**src/rtl/dec_onehot_seq_if.sv**
```systemverilog
// Code/valid handshake into the one-hot decoder plus its decoded outputs.
// master = upstream producer, slave = decoder.
interface dec_onehot_seq_if #(
  parameter int W  = 2,
  parameter int CW = 8
);
  logic              in_valid;
  logic [W-1:0]      in_code;
  logic              in_ready;
  logic [2**W-1:0]   dec_out;
  logic              dec_valid;
  logic              busy;
  logic [CW-1:0]     dec_count;

  modport master (
    output in_valid, in_code,
    input  in_ready, dec_out, dec_valid, busy, dec_count
  );

  modport slave (
    input  in_valid, in_code,
    output in_ready, dec_out, dec_valid, busy, dec_count
  );
endinterface

```
**src/rtl/dec_onehot_seq.sv**
```systemverilog
// Sequential binary-to-one-hot decoder: each accepted code drives one line for HOLD
// cycles, then GAP idle cycles; a one-entry pending buffer absorbs the next code.
module dec_onehot_seq #(
  parameter int W    = 2,
  parameter int HOLD = 4,
  parameter int GAP  = 1,
  parameter int CW   = 8
) (
  input logic             clk,
  input logic             rst_n,
  dec_onehot_seq_if.slave bus
);

  localparam int N    = 2**W;
  localparam int MAXC = (HOLD > GAP) ? HOLD : GAP;
  localparam int CNTW = (MAXC > 1) ? $clog2(MAXC) : 1;
  localparam logic [CNTW-1:0] HOLD_LOAD = CNTW'(HOLD - 1);
  localparam logic [CNTW-1:0] GAP_LOAD  = CNTW'((GAP > 0) ? GAP - 1 : 0);

  typedef enum logic [1:0] {S_IDLE, S_DRIVE, S_GAP} state_t;

  state_t          state;
  logic            pend_full;
  logic [W-1:0]    pend_code;
  logic [CNTW-1:0] cnt;
  logic [N-1:0]    dec_out;
  logic            dec_valid;
  logic [CW-1:0]   dec_count;
  logic            transfer;

  function automatic logic [N-1:0] onehot(input logic [W-1:0] code);
    onehot = N'(1) << code;
  endfunction

  assign transfer      = bus.in_valid && !pend_full;
  assign bus.in_ready  = !pend_full;
  assign bus.busy      = (state != S_IDLE) || pend_full;
  assign bus.dec_out   = dec_out;
  assign bus.dec_valid = dec_valid;
  assign bus.dec_count = dec_count;

  // A code arriving on the very edge a GAP=0 window ends chains straight into the
  // next window so streams stay gap-free; IDLE drains a buffered code left by a GAP end.
  always_ff @(posedge clk or negedge rst_n) begin
    if (!rst_n) begin
      state     <= S_IDLE;
      pend_full <= 1'b0;
      pend_code <= '0;
      cnt       <= '0;
      dec_out   <= '0;
      dec_valid <= 1'b0;
      dec_count <= '0;
    end else begin
      case (state)
        S_IDLE: begin
          if (pend_full) begin
            state     <= S_DRIVE;
            dec_out   <= onehot(pend_code);
            dec_valid <= 1'b1;
            cnt       <= HOLD_LOAD;
            pend_full <= 1'b0;
            dec_count <= dec_count + CW'(1);
          end else if (transfer) begin
            state     <= S_DRIVE;
            dec_out   <= onehot(bus.in_code);
            dec_valid <= 1'b1;
            cnt       <= HOLD_LOAD;
            dec_count <= dec_count + CW'(1);
          end
        end

        S_DRIVE: begin
          if (cnt != '0) begin
            cnt <= cnt - CNTW'(1);
            if (transfer) begin
              pend_code <= bus.in_code;
              pend_full <= 1'b1;
            end
          end else if (GAP > 0) begin
            state     <= S_GAP;
            dec_out   <= '0;
            dec_valid <= 1'b0;
            cnt       <= GAP_LOAD;
            if (transfer) begin
              pend_code <= bus.in_code;
              pend_full <= 1'b1;
            end
          end else if (pend_full) begin
            dec_out   <= onehot(pend_code);
            cnt       <= HOLD_LOAD;
            pend_full <= 1'b0;
            dec_count <= dec_count + CW'(1);
          end else if (transfer) begin
            dec_out   <= onehot(bus.in_code);
            cnt       <= HOLD_LOAD;
            dec_count <= dec_count + CW'(1);
          end else begin
            state     <= S_IDLE;
            dec_out   <= '0;
            dec_valid <= 1'b0;
          end
        end

        S_GAP: begin
          if (transfer) begin
            pend_code <= bus.in_code;
            pend_full <= 1'b1;
          end
          if (cnt != '0) begin
            cnt <= cnt - CNTW'(1);
          end else if (pend_full) begin
            state     <= S_DRIVE;
            dec_out   <= onehot(pend_code);
            dec_valid <= 1'b1;
            cnt       <= HOLD_LOAD;
            pend_full <= 1'b0;
            dec_count <= dec_count + CW'(1);
          end else begin
            state <= S_IDLE;
          end
        end

        default: state <= S_IDLE;
      endcase
    end
  end

endmodule

```
**src/flat_wrapper.sv**
```systemverilog
// flat-port wrapper written by rule: the top's interface ports become plain ports
module dec_onehot_seq_flat 
#(
  parameter int W    = 2,
  parameter int HOLD = 4,
  parameter int GAP  = 1,
  parameter int CW   = 8
)
  (clk, rst_n, bus_in_valid, bus_in_code, bus_in_ready, bus_dec_out, bus_dec_valid, bus_busy, bus_dec_count);
  dec_onehot_seq_if #(.W(W), .CW(CW)) bus_i ();
  input logic clk;
  input logic rst_n;
  input wire logic [$bits(bus_i.in_valid)-1:0] bus_in_valid;
  input wire logic [$bits(bus_i.in_code)-1:0] bus_in_code;
  output wire logic [$bits(bus_i.in_ready)-1:0] bus_in_ready;
  output wire logic [$bits(bus_i.dec_out)-1:0] bus_dec_out;
  output wire logic [$bits(bus_i.dec_valid)-1:0] bus_dec_valid;
  output wire logic [$bits(bus_i.busy)-1:0] bus_busy;
  output wire logic [$bits(bus_i.dec_count)-1:0] bus_dec_count;
  assign bus_i.in_valid = bus_in_valid;
  assign bus_i.in_code = bus_in_code;
  assign bus_in_ready = bus_i.in_ready;
  assign bus_dec_out = bus_i.dec_out;
  assign bus_dec_valid = bus_i.dec_valid;
  assign bus_busy = bus_i.busy;
  assign bus_dec_count = bus_i.dec_count;
  dec_onehot_seq #(.W(W), .HOLD(HOLD), .GAP(GAP), .CW(CW)) u_core (.clk(clk), .rst_n(rst_n), .bus(bus_i));
endmodule
```
**config.mk**
```make
export PLATFORM = sky130hd
export DESIGN_NAME = dec_onehot_seq_flat
export DESIGN_NICKNAME = d
export VERILOG_FILES = /design/src/rtl/dec_onehot_seq_if.sv /design/src/rtl/dec_onehot_seq.sv /design/src/flat_wrapper.sv
export SDC_FILE = /design/constraint.sdc
export NUM_CORES = 1
export LEC_CHECK = 0
export BUFFER_PORTS_ARGS = -buffer_cell sky130_fd_sc_hd__buf_2
export CELL_PAD_IN_SITES_DETAIL_PLACEMENT = 1
export CELL_PAD_IN_SITES_GLOBAL_PLACEMENT = 1
export CORE_AREA = 2 2 54 56
export DETAILED_ROUTE_END_ITERATION = 16
export DIE_AREA = 0 0 56 58
export PLACE_DENSITY = 0.88
export SLEW_MARGIN = 20
export SYNTH_ARGS = -nofsm -noshare
export SYNTH_HDL_FRONTEND = slang
export SYNTH_SLANG_ARGS = --single-unit
```
**constraint.sdc**
```tcl
create_clock -name clk -period 5.35 [get_ports clk]
set_input_delay 0.2675 -clock clk [delete_from_list [all_inputs] [get_ports clk]]
set_output_delay 0.2675 -clock clk [all_outputs]
set_load 0.05 [all_outputs]
```
# [Word level (Yosys, flattened, before mapping)]
# Index checks and enable logic that the tools add are counted.
[op_classes] add_sub_neg=2 n_eq_ne=7 shifts=2 mux=33 reduce_logical=14
[op_table] operator="8-bit 2-to-1 mux" n=4
[op_table] operator="4-bit 2-to-1 mux" n=5
[op_table] operator="2-bit 2-to-1 mux" n=9
[op_table] operator="8-bit case mux with 2 select lines" n=1
[op_table] operator="2-bit case mux with 3 select lines" n=2
[op_table] operator="4-bit case mux with 3 select lines" n=1
[op_table] operator="1-bit 2-to-1 mux" n=9
[op_table] operator="8-bit by 1-bit adder with 8-bit output (second input constant)" n=1
[op_table] operator="1-bit by 2-bit left shift with 4-bit output (first input constant)" n=2
[op_table] operator="3-bit by 1-bit inequality test with 1-bit output (second input constant)" n=2
[op_table] operator="1-bit case mux with 3 select lines" n=2
[op_table] operator="3-bit AND reduction" n=2
[op_table] operator="2-bit nonzero test" n=3
[op_table] operator="5-bit AND reduction" n=1
[op_table] operator="2-bit inequality test (second input constant)" n=2
[op_table] operator="4-bit AND reduction" n=1
[op_table] operator="3-bit nonzero test" n=1
[op_table] operator="2-bit by 1-bit equality test with 1-bit output (second input constant)" n=1
[op_table] operator="2-bit equality test (second input constant)" n=1
[op_table] operator="2-bit logical NOT" n=1
[op_table] operator="2-bit by 1-bit inequality test with 1-bit output (second input constant)" n=1
[op_table] operator="2-bit AND reduction" n=1
[op_table] operator="2-bit OR reduction" n=1
[op_table] operator="2-bit by 1-bit subtractor with 2-bit output (second input constant)" n=1
[op_table] operator="other kinds (3)" n=3
[word_totals] ff_bits=20 input_bits=5 output_inout_bits=15 elab_cells=65

# [Logic depth before layout (Yosys ltp)]
# Gate-level depths: netlist of the first run.
[depth] ltp_word=6 mapped_depth=7 ltp_nobuf=6

# [Worst setup path before layout of the first run]
# Ideal clock, no wire load.
[synth_timing] path_kind="register to register" from="register u_core.state[0]" to="register u_core.dec_out[0] (netlist: u_core.bus.dec_out[0])" arrival_time_ps=1828 setup_slack_ps=3397 path_stages_with_launch=7 cell_sequence="dfrtp_1 > inv_1 > ha_1 > nand2b_1 > o221a_4 > o211ai_4 > mux2_4"
[synth_between] elab_chain_len=3 word_cells_on_any_way=10 classes_between="eq/ne: 6; mux: 1; reduce/logical: 3"
[synth_lines] item="start: declaration" line_no="dec_onehot_seq.sv:22" rtl="state_t state;"
[synth_lines] item="start signal: assignment" line_no="dec_onehot_seq.sv:46" rtl="state <= S_IDLE;"
[synth_lines] item="start signal: assignment" line_no="dec_onehot_seq.sv:57" rtl="state <= S_DRIVE;"
[synth_lines] item="start signal: assignment" line_no="dec_onehot_seq.sv:64" rtl="state <= S_DRIVE;"
[synth_lines] item="2-bit equality test (tied with other cells)" line_no="dec_onehot_seq.sv:54" rtl="case (state)"
[synth_lines] item="2-bit by 1-bit inequality test with 1-bit output (no source line) (tied with other cells)"
[synth_lines] item="5-bit AND reduction (no source line)"
[synth_lines] item="end signal: assignment" line_no="dec_onehot_seq.sv:58" rtl="dec_out <= onehot(pend_code);"
[synth_lines] item="end signal: assignment" line_no="dec_onehot_seq.sv:65" rtl="dec_out <= onehot(bus.in_code);"
[synth_lines] item="end signal: assignment" line_no="dec_onehot_seq.sv:89" rtl="dec_out <= onehot(pend_code);"
[synth_lines] item="end: declaration" line_no="dec_onehot_seq.sv:26" rtl="logic [N-1:0] dec_out;"
# Parallel ways exist; a longest one is shown, timed or not.
# A chain may end at the register's enable or synchronous reset.

# [Worst setup path in the final report of the first run]
[layout_timing] from="register u_core.state[0]" to="register u_core.dec_out[1] (netlist: u_core.bus.dec_out[1])"
# Same word-level chain as after synthesis.

==> out/summary.txt, run 1 <==
syn avg cell area = 11.0 sq um
unrepaired setup endpoints after global routing = no
largest area contributor in the netlist = dfrtp_1
Clock Skew = 2.10 ps
Setup crit end kind = register
drt drc = 0
Critical Path RT = 5550 ps
most common cell after layout, fill and taps aside = dfrtp_1
critical path arrival = 2270 ps
routed vias/inst = 5.45
max_cap viols = 0
vias = 861
placed insts = 153
post-route setup TNS = 0 ps
antenna cell count = 0
Distinct cells, synth = 27
# setup viols final = 0
Layout area overhead = 16.3%
initial antenna violation count = 0
Die Width = 56 um
kind of critical path = reg2reg
Worst Setup EP = u_core.bus.dec_out[1]
Synth Instances = 105
# rows = 19
Post-synth top flop = dfrtp_1
FF-to-FF End = u_core.bus.dec_out[1]
Startpoint Class = register
root buf cell = clkbuf_4
status = finished, final reports clean
Fmax = 482 MHz
Hold Vio Cnt, Final = 0
Final HPWL DP = 2190 um
Reg2Reg Setup Slack = 3270 ps
CTS tree = yes
Num CTS Buffers = 3
DRC marker count from the first detailed-route iteration = 13
1st-pass router iterations = 4
Async SR Flop Fraction = 100%
Hold Path Depth = 2
Die Y = 58 um
Detailed Route WL = 2810 um
FF+latch count, synth = 20
vias in the first global route = 951
Initial Util = 43.3%
Max Root-Sink Buffers = 2
min cycle time layout = 2080 ps
CTS Sinks = 20
FILL cells = 302
critical path peak fanout = 7
grt ovf = 0
worst slew pin tran = 472 ps
largest net degree at the start of global routing = 21
Total GRT Usage = 18.6%
first-pass GRT wire length = 4660 um
YS warnings = 0
Clock transition at path regs = 120 ps
R2R Path Start = u_core.state[0]
Post-synth EDFFs = 0
Mapped Nets = 120
I/O Buffers = 19
GP Congestion = 0.862
layout cells sized above 1 = 28.3%
non-filler instance count after layout = 158
Synth top area share = 43.4%
Post-CTS Setup Inserts = 0
H-tree levels = 1
DR WL/cell = 17.8 um
Tcrit/Tclk final = 38.8%
cell area after synthesis = 1150 sq um
normalized max-slew margin = 68.5%
total core area = 2660 sq um
FF-to-FF path depth = 6
IO Count = 20
Worst Hold Class = in2reg
die area = 3250 sq um
Detail Route Antenna Nets = 0
worst setup path start = u_core.state[0]
sequential area share after synthesis = 43.4%
max-slew violations = 0
most frequent cells in the layout = 20 x dfrtp_1, 19 x buf_2, 10 x ha_1
top cells by area, synth = dfrtp_1 43%, ha_1 11%, mux2_4 5.2%
Post-layout nets = 143
Clk Latency, worst-skew pair = 300 ps
-- critical path: stages, from the launching register on --
cell      delay [ps]
dfrtp_1          440
inv_1            160
ha_1             400
inv_2            130
o221a_4          340
o211ai_4         150
mux2_4           340
-- layer usage --
layer  track usage (%)  vias up  routed length (um)  share of wire (%)
met5                 0        -                   0                  0
met4              5.10        0                  44                1.6
met3              2.23        4                  67                2.4
met2              36.6       15                1550                 55
met1              21.2      432                1140                 41
li1                  -      410                   -                  -
-- synth_stat cells, drive strengths merged, types with 3 or more instances --
master / n
a21oi: 5
nand4: 5
dfrtp: 20
nand2: 8
o21ai: 6
ha: 10
nand3: 4
nor2: 4
nand2b: 3
mux2: 9
xnor2: 6
inv: 10
-- through the flow --
| step | area [sq um] | hold slack, ps | setup slack (ps) | utilization, % |
|---|---|---|---|---|
| 3_5_place_dp | 1280 | 247 | 3360 | 48.0 |
| 3_3_place_gp | 1280 | 235 | 3460 | 48.0 |
| 5_1_grt | 1340 | 250 | 3170 | 50.3 |
| 2_1_floorplan | 1150 | -28.1 | 3400 | - |
| 4_1_cts | 1340 | 244 | 3280 | 50.3 |
| 6_report | 1340 | 247 | 3270 | 50.3 |
-- cells by family after synthesis --
group	share of synthesized area (%)
adder cells (fa/ha/maj)	10.9
buffers and inverters	4.02
AND/OR/NAND/NOR	11.5
AO/OA/AOI/OAI	13.0
flip-flops	43.4
multiplexers	11.8
XOR/XNOR	5.32
-- final cells by class --
type / instances / area [sq um] / share of cell area [%]
Sequential cell: 20 / 500 / 37.3
Clock buffer: 3 / 22.5 / 1.68
Clock inverter: 1 / 30.0 / 2.24
Multi-Input combinational cell: 73 / 606 / 45.2
Tap cell: 31 / 38.8 / 2.89
Timing Repair Buffer: 20 / 105 / 7.84
Inverter: 10 / 37.5 / 2.80
-- sequential cells by signal (all words and copies together) (netlist names) --
| signal | flops |
|---|---|
| u_core.bus.dec_valid | 1 |
| u_core.bus.dec_out | 4 |
| u_core.pend_code | 2 |
| u_core.cnt | 2 |
| u_core.bus.dec_count | 8 |
| u_core.pend_full | 1 |
| u_core.state | 2 |
-- worst min-delay path by stage --
stage,slack (ps),startpoint,endpoint
2_1_floorplan,-30,rst_n,u_core.bus.dec_count[0]
5_1_grt,250,bus_in_code[0],u_core.pend_code[0]
4_1_cts,240,bus_in_code[0],u_core.pend_code[0]
6_report,250,bus_in_code[0],u_core.pend_code[0]
3_5_place_dp,250,rst_n,u_core.pend_code[0]
3_3_place_gp,240,rst_n,u_core.pend_full
-- repair_timing --
action	4_1_cts	5_1_grt
endpoints found under the hold margin	20	0
resized for setup	0	0
hold buffers	1	0
Power of run 1 is not shown: default switching activity piles up to over one toggle a cycle in this logic, so the estimate is an artifact.
==> inputs of run 2 (changes only) <==
- CORE_AREA: 2 2 54 56 -> 2 2 56 58
- DIE_AREA: 0 0 56 58 -> 0 0 58 60
- PLACE_DENSITY: 0.88 -> 0.83
- clock period: 5.35 -> 2.05 ns (I/O delays scaled with it)
==> run 2 against run 1 <==
  * Non-clock buffer count grew 1
  * Maximum frequency grew 6.0%
  * Flip-flop and latch count is the same
  * Sequential share of layout area shrank 0.28 points
  * Cell area grew 0.75%
==> out/summary.txt, run 2 (synthesis gave the netlist of run 1 again) <==
FILL cells = 321 (+6.3%)
layout cells sized above 1 = 28.9% (+0.56 points)
Critical Path RT = 2260 ps (-3290 ps)
Die Width = 58 um (+3.6%)
FF-to-FF path depth = 6 (unchanged)
largest net degree at the start of global routing = 21 (unchanged)
vias in the first global route = 940 (-1.2%)
worst slew pin tran = 465 ps (-7.10 ps)
critical path arrival = 2170 ps (-100 ps)
most common cell after layout, fill and taps aside = dfrtp_1
Clock transition at path regs = 120 ps (about the same)
kind of critical path = reg2reg
Post-layout nets = 144 (+0.70%)
antenna cell count = 0 (unchanged)
hold buffers post-CTS = 1 (unchanged)
grt ovf = 0 (unchanged)
Tcrit/Tclk final = 95.5% (+57 points)
FF/Latch Area = 500 sq um (unchanged)
Initial Util = 39.7% (-3.6 points)
max-slew violations = 0 (unchanged)
DRC marker count from the first detailed-route iteration = 14 (+1)
1st-pass router iterations = 2 (-2)
first-pass GRT wire length = 4480 um (-3.8%)
normalized max-slew margin = 69.0% (+0.47 points)
Clk Latency, worst-skew pair = 310 ps (about the same)
routed vias/inst = 5.39 (-1.1%)
total core area = 2900 sq um (+9.0%)
unrepaired setup endpoints after global routing = no
worst setup path start = u_core.state[0]
Worst Hold Class = in2reg
biggest regs = u_core.bus.dec_count x8, u_core.bus.dec_out x4
FF-to-FF End = u_core.bus.dec_out[2]
CTS tree = yes
max reg flops = 8 (unchanged)
min cycle time layout = 1960 ps (-117 ps)
design area = 1350 sq um (+0.75%)
drt drc = 0 (unchanged)
H-tree levels = 1 (unchanged)
non-filler instance count after layout = 161 (+1.9%)
Clock Skew = 4.66 ps (+2.55 ps)
Detail Route Antenna Nets = 0 (unchanged)
# rows = 20 (+1)
Hold Vio Cnt, Final = 0 (unchanged)
Setup crit end kind = register
CTS Sinks = 20 (unchanged)
max_cap viols = 0 (unchanged)
GP Congestion = 0.916 (+6.3%)
placed insts = 156 (+2.0%)
Num CTS Buffers = 3 (unchanged)
post-route setup TNS = 0 ps (unchanged)
IO Count = 20 (unchanged)
die area = 3480 sq um (+7.1%)
fin util = 46.5% (-3.8 points)
Fmax = 511 MHz (+6.0%)
Max Root-Sink Buffers = 2 (unchanged)
Reg2Reg Setup Slack = 90 ps (-3180 ps)
initial antenna violation count = 0 (unchanged)
most frequent cells in the layout = 20 x dfrtp_1, 19 x buf_2, 10 x ha_1
Layout area overhead = 17.2%
Biggest register = u_core.bus.dec_count
R2R Path Start = u_core.state[0]
DR WL/cell = 16.1 um (-9.5%)
Final HPWL DP = 1990 um (-9.1%)
Die Y = 60 um (+3.4%)
placed cell areas = 1290 sq um (+0.78%)
Post-CTS Setup Inserts = 0 (unchanged)
critical path peak fanout = 7 (unchanged)
I/O Buffers = 19 (unchanged)
root buf cell = clkbuf_4
Multi-input gate area = 606 sq um (unchanged)
status = finished, final reports clean
post-CTS sizing = 0 (unchanged)
Total GRT Usage = 17.5% (-1.2 points)
# setup viols final = 0 (unchanged)
Detailed Route WL = 2590 um (-7.8%)
Startpoint Class = register
Worst Setup EP = u_core.bus.dec_out[2]
vias = 868 (+0.81%)
==> run 2: cell count changes in the layout (fill, tap and decap cells not counted), sizes merged <==
cell / delta
buf: +1
==> run 2: layer usage <==
layer	share of wire, %	up-vias	global-route usage, %
met3	4.1	5	4.98
li1	-	408	-
met5	0	-	0
met4	1.3	0	4.98
met2	54	19	33.6
met1	41	436	18.4
==> run 2: worst min-delay path by stage <==
stage | start | to | slack (ps) | depth (start not counted)
after floorplan | rst_n | u_core.bus.dec_count[0] | -190 | 0
final | bus_in_code[0] | u_core.pend_code[0] | 70 | 2
after CTS | bus_in_code[0] | u_core.pend_code[0] | 60 | 2
after detailed placement | rst_n | u_core.bus.dec_count[2] | 80 | 1
after global routing | bus_in_code[0] | u_core.pend_code[0] | 60 | 2
after global placement | rst_n | u_core.bus.dec_out[3] | 70 | 1
==> run 2: cell type report <==
cell class / instances / share of cell area [%]
repair buffers: 21 / 8.34
inverters: 10 / 2.78
clock inverters: 1 / 2.22
clock buffers: 3 / 1.67
multi-input cells: 73 / 44.9
flip-flops and latches: 20 / 37.1
well taps: 33 / 3.06
==> run 2: metrics by stage <==
stage | setup WS, ps | hold WS (ps)
after floorplan | 96.9 | -193
after global placement | 219 | 65.6
after detailed placement | 119 | 78.8
after CTS | 92.5 | 57.1
after global routing | 11.1 | 58.0
final | 91.5 | 70.0
==> run 2: critical path, cell delays in order, from the launching register on <==
cell	delay [ps]
dfrtp_1	440
inv_1	110
ha_1	360
inv_2	130
o221a_4	330
o211ai_4	150
mux2_4	340
Power of run 2 is left out for the same reason.
==> inputs of run 3 (changes only) <==
- CORE_AREA: 2 2 56 58 -> 2 2 54 56
- CTS_BUF_LIST: default -> sky130_fd_sc_hd__clkbuf_8
- DIE_AREA: 0 0 58 60 -> 0 0 56 58
- PLACE_DENSITY: 0.83 -> 0.88
==> run 3 against run 2 <==
  * Highest routed layer unchanged
  * First-iteration DRC count shrank 21%
  * Setup slack better by 32 ps
  * Via count down 1.3%
  * Die area is 6.7% lower
  * Non-clock buffer count did not move
  * Maximum frequency grew 1.7%
  * Global-route usage is 1.0 points higher
  * Final cell count fell by 1.2%
==> out/summary.txt, run 3 (synthesis gave the netlist of run 1 again) <==
status = finished, final reports clean
Post-CTS Setup Inserts = 0 (unchanged)
Biggest register = u_core.bus.dec_count
Initial Util = 43.3% (+3.6 points)
max-slew violations = 0 (unchanged)
post-route setup TNS = 0 ps (unchanged)
Die Y = 58 um (-3.3%)
Final HPWL DP = 1970 um (-0.84%)
Die Width = 56 um (-3.4%)
R2R Path Start = u_core.state[0]
normalized max-slew margin = 68.5% (-0.46 points)
IO Count = 20 (unchanged)
vias = 857 (-1.3%)
# setup viols final = 0 (unchanged)
Clock Skew = 1.38 ps (-3.27 ps)
Critical Path RT = 2210 ps (-50 ps)
I/O Buffers = 19 (unchanged)
Detailed Route WL = 2650 um (+2.3%)
Reg2Reg Setup Slack = 120 ps (+30 ps)
H-tree levels = 1 (unchanged)
grt ovf = 0 (unchanged)
max reg flops = 8 (unchanged)
Post-layout nets = 144 (unchanged)
worst slew pin tran = 472 ps (+6.87 ps)
FILL cells = 304 (-5.3%)
total core area = 2660 sq um (-8.3%)
Total GRT Usage = 18.5% (+1.0 points)
min cycle time layout = 1930 ps (-32.0 ps)
DRC marker count from the first detailed-route iteration = 11 (-3)
vias in the first global route = 961 (+2.2%)
first-pass GRT wire length = 4620 um (+3.2%)
Num CTS Buffers = 3 (unchanged)
GP Congestion = 0.826 (-9.8%)
FF-to-FF End = u_core.bus.dec_out[3]
Max Root-Sink Buffers = 2 (unchanged)
Tcrit/Tclk final = 94.0% (-1.6 points)
unrepaired setup endpoints after global routing = no
die area = 3250 sq um (-6.7%)
CTS tree = yes
root buf cell = clkbuf_8
biggest regs = u_core.bus.dec_count x8, u_core.bus.dec_out x4
Detail Route Antenna Nets = 0 (unchanged)
DR WL/cell = 16.7 um (+3.6%)
critical path arrival = 2080 ps (-90 ps)
most common cell after layout, fill and taps aside = dfrtp_1
antenna cell count = 0 (unchanged)
most frequent cells in the layout = 20 x dfrtp_1, 19 x buf_2, 10 x ha_1
kind of critical path = reg2reg
Startpoint Class = register
largest net degree at the start of global routing = 21 (unchanged)
1st-pass router iterations = 4 (+2)
WHS Endpoint = u_core.pend_code[0]
Clk Latency, worst-skew pair = 270 ps (-40 ps)
routed vias/inst = 5.39 (about the same)
CTS Sinks = 20 (unchanged)
Worst Hold Class = in2reg
initial antenna violation count = 0 (unchanged)
critical path peak fanout = 7 (unchanged)
worst setup path start = u_core.state[0]
FF-to-FF path depth = 6 (unchanged)
drt drc = 0 (unchanged)
layout cells sized above 1 = 28.9% (unchanged)
Clock transition at path regs = 80 ps (-40 ps)
# rows = 19 (-5.0%)
max_cap viols = 0 (unchanged)
Setup crit end kind = register
Hold Vio Cnt, Final = 0 (unchanged)
Hold Path Depth = 2 (unchanged)
Worst Hold Launch = bus_in_code[0]
Layout area overhead = 18.6%
Fmax = 519 MHz (+1.7%)
==> run 3: cell types whose count changed in the layout (fill, tap and decap cells not counted) <==
| cell | before | now |
|---|---|---|
| clkbuf_8 | 0 | 3 |
| clkbuf_4 | 3 | 0 |
==> run 3: cell type report <==
cell class	instances	area [sq um]	share of cell area (%)
multi-input combinational	73	606	44.3
tap	31	38.8	2.84
clock inverter	1	30.0	2.20
clock buffer	3	41.3	3.02
inverter	10	37.5	2.75
timing repair buffer	21	113	8.24
sequential	20	500	36.6
==> run 3: worst max-delay path by stage <==
stage	endpoint	slack, ps	depth (start not counted)
after floorplan	u_core.bus.dec_out[0]	100	6
after global placement	u_core.bus.dec_out[3]	210	6
after detailed placement	u_core.bus.dec_out[3]	140	6
after CTS	u_core.bus.dec_out[2]	100	6
after global routing	u_core.bus.dec_out[3]	30	6
final	u_core.bus.dec_out[3]	120	6
==> run 3: routing by layer <==
layer / up-vias / track usage, % / part of all wire [%]
li1: 407 / - / -
met1: 427 / 22.6 / 45
met2: 16 / 31.4 / 49
met3: 7 / 4.02 / 2.8
met4: 0 / 8.50 / 2.8
met5: - / 0 / 0
==> run 3: critical path, stage by stage, from the launching register on <==
cell	delay, ps
dfrtp_1	420
inv_1	120
ha_1	340
inv_2	130
o221a_4	330
o211ai_4	140
mux2_4	340
==> run 3: through the flow <==
stage	setup slack (ps)	util, %	std cells	instance area [sq um]	hold slack, ps
after floorplan	96.9	-	105	1150	-193
after global placement	211	48.3	154	1280	68.6
after detailed placement	141	48.3	154	1280	84.8
after CTS	100	51.3	159	1370	113
after global routing	30.0	51.3	159	1370	122
final	124	51.3	159	1370	119
==> run 3: what timing repair did <==
item / 4_1_cts / 5_1_grt
hold buffers: 1 / 0
resized for setup: 0 / 0
endpoints found under the hold margin: 20 / 0
Power of run 3 is left out for the same reason.
